--- src/rtl/pic_pkg.sv ---
// Shared definitions for the PIC interrupt-acknowledge sequencer:
// widths, FSM state encoding and the one-hot to binary IR encoder.
package pic_pkg;

  localparam int N_IR  = 8;
  localparam int CAS_W = 3;

  // Index reported when the request vanished before the first INTA fall.
  localparam logic [CAS_W-1:0] SPURIOUS_IDX = 3'd7;
  localparam logic [N_IR-1:0]  SPURIOUS_SEL = N_IR'(1) << SPURIOUS_IDX;

  typedef enum logic [2:0] {
    IDLE,
    REQ,
    ACK1,
    WAIT2,
    ACK2
  } state_t;

  // Binary index of a one-hot IR vector (bits are OR-ed, so a zero vector gives 0).
  function automatic logic [CAS_W-1:0] onehot_to_bin(input logic [N_IR-1:0] v);
    logic [CAS_W-1:0] r;
    r = '0;
    for (int i = 0; i < N_IR; i++) begin
      if (v[i]) r = r | CAS_W'(i);
    end
    return r;
  endfunction

endpackage

--- src/rtl/pic_inta_edge.sv ---
// Registers the CPU INTA strobe and produces single-cycle fall/rise pulses.
module pic_inta_edge (
  input  logic clk,
  input  logic rst,
  input  logic inta_n,
  output logic inta_fall,
  output logic inta_rise
);

  logic inta_q;

  // Previous-cycle copy of inta_n; idles high so reset never fakes an edge.
  always_ff @(posedge clk or posedge rst) begin
    if (rst) inta_q <= 1'b1;
    else     inta_q <= inta_n;
  end

  assign inta_fall = inta_q & ~inta_n;
  assign inta_rise = ~inta_q & inta_n;

endmodule

--- src/rtl/pic_inta_sequencer.sv ---
// 8259A-style interrupt-acknowledge controller: raises INT, follows the
// two-pulse 8086 INTA cycle, pulses ISR set/clear, handles cascade
// addressing (master) or cascade ID matching (slave), and drives the vector.
module pic_inta_sequencer
  import pic_pkg::*;
(
  input  logic       clk,
  input  logic       rst,
  input  logic       pr_valid,
  input  logic [7:0] pr_vector,
  input  logic [4:0] icw2_base,
  input  logic [7:0] icw3_cfg,
  input  logic       sp_en,
  input  logic       aeoi,
  input  logic       inta_n,
  input  logic [2:0] cas_in,
  output logic       int_out,
  output logic [7:0] isr_set,
  output logic [7:0] isr_clr,
  output logic [2:0] cas_out,
  output logic       cas_oe,
  output logic [7:0] data_out,
  output logic       data_oe
);

  logic inta_fall;
  logic inta_rise;

  pic_inta_edge u_edge (
    .clk       (clk),
    .rst       (rst),
    .inta_n    (inta_n),
    .inta_fall (inta_fall),
    .inta_rise (inta_rise)
  );

  state_t          state_q;
  logic [N_IR-1:0] sel_q;
  logic            spurious_q;
  logic            responder_q;

  logic            int_out_q;
  logic [N_IR-1:0] isr_set_q;
  logic [N_IR-1:0] isr_clr_q;
  logic [CAS_W-1:0] cas_out_q;
  logic            cas_oe_q;
  logic [7:0]      data_out_q;
  logic            data_oe_q;

  // Selection as it would be latched on the first fall, and derived indices.
  logic [N_IR-1:0]  sel_d;
  logic [CAS_W-1:0] idx_d;
  logic [CAS_W-1:0] idx;
  logic             cas_hit_d;
  logic             cas_hit;
  logic             id_match;
  logic [7:0]       vector;

  // Decode selection, cascade decisions and vector byte from current inputs.
  always_comb begin
    sel_d     = pr_valid ? pr_vector : SPURIOUS_SEL;
    idx_d     = onehot_to_bin(sel_d);
    idx       = onehot_to_bin(sel_q);
    cas_hit_d = sp_en & icw3_cfg[idx_d];
    cas_hit   = sp_en & icw3_cfg[idx];
    id_match  = (cas_in == icw3_cfg[CAS_W-1:0]);
    vector    = {icw2_base, idx};
  end

  // INTA sequencing FSM with all bus outputs registered.
  always_ff @(posedge clk or posedge rst) begin
    if (rst) begin
      state_q     <= IDLE;
      sel_q       <= '0;
      spurious_q  <= 1'b0;
      responder_q <= 1'b0;
      int_out_q   <= 1'b0;
      isr_set_q   <= '0;
      isr_clr_q   <= '0;
      cas_out_q   <= '0;
      cas_oe_q    <= 1'b0;
      data_out_q  <= '0;
      data_oe_q   <= 1'b0;
    end else begin
      isr_set_q <= '0;
      isr_clr_q <= '0;
      case (state_q)
        IDLE: begin
          // A fall with no INT raised yet is not our acknowledge.
          if (pr_valid && !inta_fall) begin
            state_q   <= REQ;
            int_out_q <= 1'b1;
          end
        end
        REQ: begin
          if (inta_fall) begin
            state_q    <= ACK1;
            int_out_q  <= 1'b0;
            sel_q      <= sel_d;
            spurious_q <= ~pr_valid;
            if (sp_en && pr_valid) isr_set_q <= pr_vector;
            cas_oe_q   <= cas_hit_d;
            cas_out_q  <= cas_hit_d ? idx_d : '0;
          end
        end
        ACK1: begin
          cas_oe_q  <= cas_hit;
          cas_out_q <= cas_hit ? idx : '0;
          if (inta_rise) begin
            if (sp_en) begin
              state_q     <= WAIT2;
              responder_q <= ~cas_hit;
            end else if (id_match && !spurious_q) begin
              state_q     <= WAIT2;
              responder_q <= 1'b1;
              isr_set_q   <= sel_q;
            end else begin
              state_q     <= IDLE;
              responder_q <= 1'b0;
            end
          end
        end
        WAIT2: begin
          if (inta_fall) begin
            state_q    <= ACK2;
            data_oe_q  <= responder_q;
            data_out_q <= responder_q ? vector : '0;
          end
        end
        ACK2: begin
          if (inta_rise) begin
            state_q     <= IDLE;
            responder_q <= 1'b0;
            data_oe_q   <= 1'b0;
            data_out_q  <= '0;
            cas_oe_q    <= 1'b0;
            cas_out_q   <= '0;
            if (aeoi && !spurious_q) isr_clr_q <= sel_q;
          end else begin
            data_oe_q  <= responder_q;
            data_out_q <= responder_q ? vector : '0;
          end
        end
        default: state_q <= IDLE;
      endcase
    end
  end

  assign int_out  = int_out_q;
  assign isr_set  = isr_set_q;
  assign isr_clr  = isr_clr_q;
  assign cas_out  = cas_out_q;
  assign cas_oe   = cas_oe_q;
  assign data_out = data_out_q;
  assign data_oe  = data_oe_q;

endmodule

--- config.mk ---
export PLATFORM = sky130hd
export DESIGN_NAME = pic_inta_sequencer
export DESIGN_NICKNAME = d
export VERILOG_FILES = /design/src/rtl/pic_pkg.sv /design/src/rtl/pic_inta_edge.sv /design/src/rtl/pic_inta_sequencer.sv
export SDC_FILE = /design/constraint.sdc
export NUM_CORES = 1
export LEC_CHECK = 0
export ABC_AREA = 0
export BUFFER_PORTS_ARGS = -buffer_cell sky130_fd_sc_hd__clkbuf_2
export CAP_MARGIN = 20
export CELL_PAD_IN_SITES_DETAIL_PLACEMENT = 1
export CELL_PAD_IN_SITES_GLOBAL_PLACEMENT = 2
export CORE_MARGIN = 1
export CORE_UTILIZATION = 33
export CTS_BUF_LIST = sky130_fd_sc_hd__clkbuf_2 sky130_fd_sc_hd__clkbuf_4 sky130_fd_sc_hd__clkbuf_8
export DETAILED_ROUTE_END_ITERATION = 16
export GPL_ROUTABILITY_DRIVEN = 0
export PLACE_DENSITY_LB_ADDON = 0.1
export SLEW_MARGIN = 15
export SYNTH_ARGS = -nofsm -noshare
export SYNTH_HDL_FRONTEND = slang
export SYNTH_HIERARCHICAL = 1
export SYNTH_SLANG_ARGS = --single-unit
export TNS_END_PERCENT = 10
--- constraint.sdc ---
create_clock -name clk -period 2.79 [get_ports clk]
set_input_delay 0.1395 -clock clk [delete_from_list [all_inputs] [get_ports clk]]
set_output_delay 0.1395 -clock clk [all_outputs]
set_load 0.02 [all_outputs]
Yosys cells after proc, flatten, opt, wreduce, memory -nomap -nowiden
Index checks and enable logic that the tools add are counted.
- latch bits: 0
- logic and storage cells: 106
- bits in writable memories: 0
- bits of input ports: 30
- bits in registers: 44
- ROM bits: 0
- memories: 0
- $add $sub $neg: 0
- equal/unequal tests: 10
- mux-type cells: 57
- shifts and indexed selects: 0
- $lt $le $gt $ge: 2
- div/mod/pow operators: 0
- reduce and logical (&&, ||, !) cells: 17
- bitwise gates (word level): 8
- multiply operators: 0
- operators by type and width (cell ; number):
    two-way mux 8 bit ; 12
    two-way mux 3 bit ; 16
    case mux 8 bit (2 select lines) ; 2
    case mux 3 bit (5 select lines) ; 1
    two-way mux 1 bit ; 13
    two-way mux 2 bit ; 6
    != test 2 bit, second input constant ; 5
    case mux 3 bit (3 select lines) ; 1
    less-than comparator 3 x 4 -> 1 bit, second input constant ; 2
    binary-select mux 1 bit (select 3 bit) ; 2
    equality test 3 x 2 -> 1 bit, second input constant ; 2
    case mux 1 bit (2 select lines) ; 3
    AND reduction 2 bit ; 3
    AND reduction 3 bit ; 2
    nonzero test 2 bit ; 3
    AND reduction 5 bit ; 1
    bitwise AND 1 bit ; 4
    logical AND 1 bit ; 4
    inverter 1 bit ; 4
    equality test 3 x 1 -> 1 bit, second input constant ; 1
    equality test 3 bit ; 1
    equality test 3 bit, second input constant ; 1
    zero test 3 bit ; 1
    case mux 1 bit (3 select lines) ; 1
    2 further kinds ; 3

Longest topological paths before layout
- depth after elaboration: 14
- mapped depth: 7
- gate-level depth less buffers: 6

By module
The synthesis kept the hierarchy.
- by module, submodules not included (module ; sequential area each (µm²) ; cells an instance ; instances ; area each (µm²)):
    pic_inta_sequencer ; 1076.0 ; 192 ; 1 ; 2075.7
    pic_inta_edge ; 26.3 ; 4 ; 1 ; 45.0

Worst setup path after synthesis
Ideal clock, no wire load.
- path type: register to register
- start: register sel_q[6]
- end: register cas_out_q[0] (netlist: cas_out[0])
- cell stages (with the launch flop): 6
- setup slack: 664 ps
- library setup time: 136 ps
- arrival: 1990 ps
- path buffers: 0
- period minus slack after synthesis: 2126 ps
- path through: dfrtp_1 -> nor4_2 -> mux4_1 -> mux2_4 -> a32oi_1 -> o31ai_1
- cells in the longest elaborated chain, start to end: 7
- RTL lines (item ; line ; text):
    start: declaration ; pic_inta_sequencer.sv:38 ; logic [N_IR-1:0] sel_q;
    start signal: assignment ; pic_inta_sequencer.sv:99 ; sel_q <= sel_d;
    two-way mux 3 bit (2 in series) ; pic_pkg.sv:25 ; if (v[i]) r = r | CAS_W'(i);
    binary-select mux 1 bit (select 3 bit) ; pic_inta_sequencer.sv:65 ; cas_hit = sp_en & icw3_cfg[idx];
    two-way mux 1 bit (implied by the code) ; pic_inta_sequencer.sv:65 ;
    bitwise AND 1 bit ; pic_inta_sequencer.sv:65 ;
    two-way mux 3 bit ; pic_inta_sequencer.sv:108 ; cas_out_q <= cas_hit ? idx : '0;
    case mux 3 bit (3 select lines) ; pic_inta_sequencer.sv:87 ; case (state_q)
    end signal: assignment ; pic_inta_sequencer.sv:103 ; cas_out_q <= cas_hit_d ? idx_d : '0;
    end signal: assignment ; pic_inta_sequencer.sv:108 ;
    end: declaration ; pic_inta_sequencer.sv:45 ; logic [CAS_W-1:0] cas_out_q;
Every way passes these cells. The select of a mux whose other input is x is not followed.
A chain may end at the register's enable or synchronous reset.

Worst setup path after layout
Same ends and word-level chain as after synthesis.

==> run metrics <==
Die W 82.17 µm; initial antenna violation count 0; CTS tree built; FP Rows 28; R2R Path End cas_out[0]; Core Region 6061 µm²; CTS sink cnt 44; Die ar. 6751 µm²; Worst R2R Start sel_q[6]; Vias/cell 5.281; Post-synth ARST share 100.0%; Syn Inst Count 196; Slew @ Worst Pin 0.6635 ns; CP Class register to register; CTS clk-pin slew, worst paths 0.09 ns; worst clock skew 0.007999 ns; vias in the first global route 1,790; Top Ports 60; slowest CP cell or4_4; most frequent cell after synthesis dfrtp_1; Reg2Reg Setup Slack 0.59 ns; first-pass iteration count of the detailed router 4; Slew Viols, Final 0; Max Cap Viol 0; CTS max path bufs 2; port bufs 59; status complete, no violations; highest cell delay on the worst timing path 0.60 ns; worst path required time 2.96 ns; # H-tree levels 2; CTS buffer count 5; fin crit period 2.204 ns; Hold Crit Depth 2; Final period util 79.01%; DR iter-0 viols 40; Hold Path Class input pin to register; die height 82.17 µm; diode count 0; Mapped Area 2121 µm²; number of synthesized flops with an enable pin 0; layout cells sized above 1 33.59%; VDD IR max 358.7 µV; top cell type's share of synthesized area 50.74%; Critical Path End Type register; Area contributors post-synth dfrtp_1, nand2_1, a22o_1; Net Count, Synth 226; Post-DP Area 2475 µm²; flops & latches, synth 44; LEAKAGE 0.001339 µW; via count 1,764; PD cells 852.2 nW/µm²; Clock Latency Late Sink 0.30 ns; setup repair after global routing missed its margin no; WL final 5612 µm; YS warnings 6; Worst Path Arrival 2.38 ns; top_reg_cell synth dfrtp_1; Worst Hold Slack 0.07509 ns; Hold EP data_out[3]; CP max FO 5; crit start category register; post-route cell area 2606 µm²; global route overflow 0; GRT Total Usage 18.42%; Setup Buffers After CTS 0; antenna-violating nets left 0; Post-Syn Area per Cell 10.82 µm²; Total Neg Setup Slack 0 ns; Final #Nets 288; Tot Pwr 2221 µW; Final Setup Violations 0; most instantiated cells after synthesis dfrtp_1, nand2_1, a22o_1, nand3_1; Final Hold Fails 0; DRC Markers 0; Syn-to-layout area delta 22.89%; first-pass GRT wire length 9163 µm; Root Driver clkbuf_8; top cell type by total area after synthesis dfrtp_1; cells along the critical path or4_4, mux4_2, mux2_4, a32oi_1, o31ai_1; fmax 453.7 MHz; wire per inst 16.80 µm; post-synthesis sequential area ratio 51.98%; Slew Limit Headroom 55.42%; HPWL Detailed 4199 µm; reg2reg path depth 5; largest net degree at the start of global routing 44; Starting Density 34.99%; unique cell type count in the Yosys netlist 48; HP Start icw2_base[0]
area by class of cell:
| type | count | area (µm²) |
|---|---|---|
| timing repair buffer | 65 | 345.3 |
| clock buffer | 6 | 76.32 |
| clock inverter | 2 | 35.03 |
| sequential | 44 | 1102 |
| inverter | 9 | 47.55 |
| fill | 707 | 3455 |
| multi-input combinational | 133 | 905.9 |
| tap | 75 | 93.84 |
critical path, delay by kind of cell (launching register included):
family | cells | cell delay, ns
muxes | 2 | 0.75
DFF | 1 | 0.44
and+or+nand+nor | 1 | 0.60
AOI/OAI and AO/OA | 2 | 0.29
how the worst max path moves through the flow:
stage	cells past startpoint	slack, ns	to	start
global route	5	0.51	cas_out[0]	sel_q[6]
detailed placement	5	0.60	cas_out[0]	sel_q[6]
global placement	5	0.65	cas_out[0]	sel_q[6]
finish	5	0.59	cas_out[0]	sel_q[6]
floorplan	5	0.66	cas_out[0]	sel_q[6]
CTS	5	0.59	cas_out[0]	sel_q[6]
cells by family (layout without fill, tap and decap cells):
group           count (synthesis)  after routing  share of synthesized area (%)
mux                             6              6                          5.015
simple gates                   78             78                          20.41
flops                          44             44                          51.98
buf+inv                        19             82                          5.310
compound gates                 45             45                          15.63
xor+xnor                        4              4                          1.652
routing by layer:
metal | global-route usage (%) | vias up | wire length, µm
met5 | 0 | - | 0
met2 | 26.78 | 54 | 2375
met4 | 6.316 | 0 | 66
met3 | 3.297 | 7 | 301
met1 | 27.29 | 872 | 2869
li1 | - | 831 | -
where the power goes:
group,switching [µW],internal (µW)
clock network,219,276
logic,428,353
registers,157,788
registers in the layout, indices dropped and copies added, names as in the netlist, 3 cells and up:
register and count:
isr_clr 8, sel_q 8, state_q 3, data_out 8, isr_set 8, cas_out 3
cells in the final DEF (no fill, tap or decap), drive strengths merged, types with 3 or more instances in the layout:
cell type / n
buf: 4
o21ai: 8
dfrtp: 43
nand2b: 3
a22o: 14
and2: 10
a21oi: 5
xor2: 4
inv: 8
mux4: 3
nand3: 10
o211ai: 3
or4: 4
nand2: 33
nor2: 5
nor4: 5
clkbuf: 65
metrics by stage:
step | std cells | utilization, % | worst slack (ns)
3_5_place_dp | 324 | 40.83 | 0.6030
2_1_floorplan | 196 | - | 0.6637
5_1_grt | 334 | 43.00 | 0.5110
3_3_place_gp | 324 | 40.83 | 0.6522
6_report | 334 | 43.00 | 0.5857
4_1_cts | 334 | 43.00 | 0.5894
what timing repair did:
| action | 4_1_cts | 5_1_grt |
|---|---|---|
| hold buffers | 2 | 0 |
| gates resized for setup | 0 | 0 |
| endpoints found under the hold margin | 6 | 0 |
(Power assumes the default switching activity.)
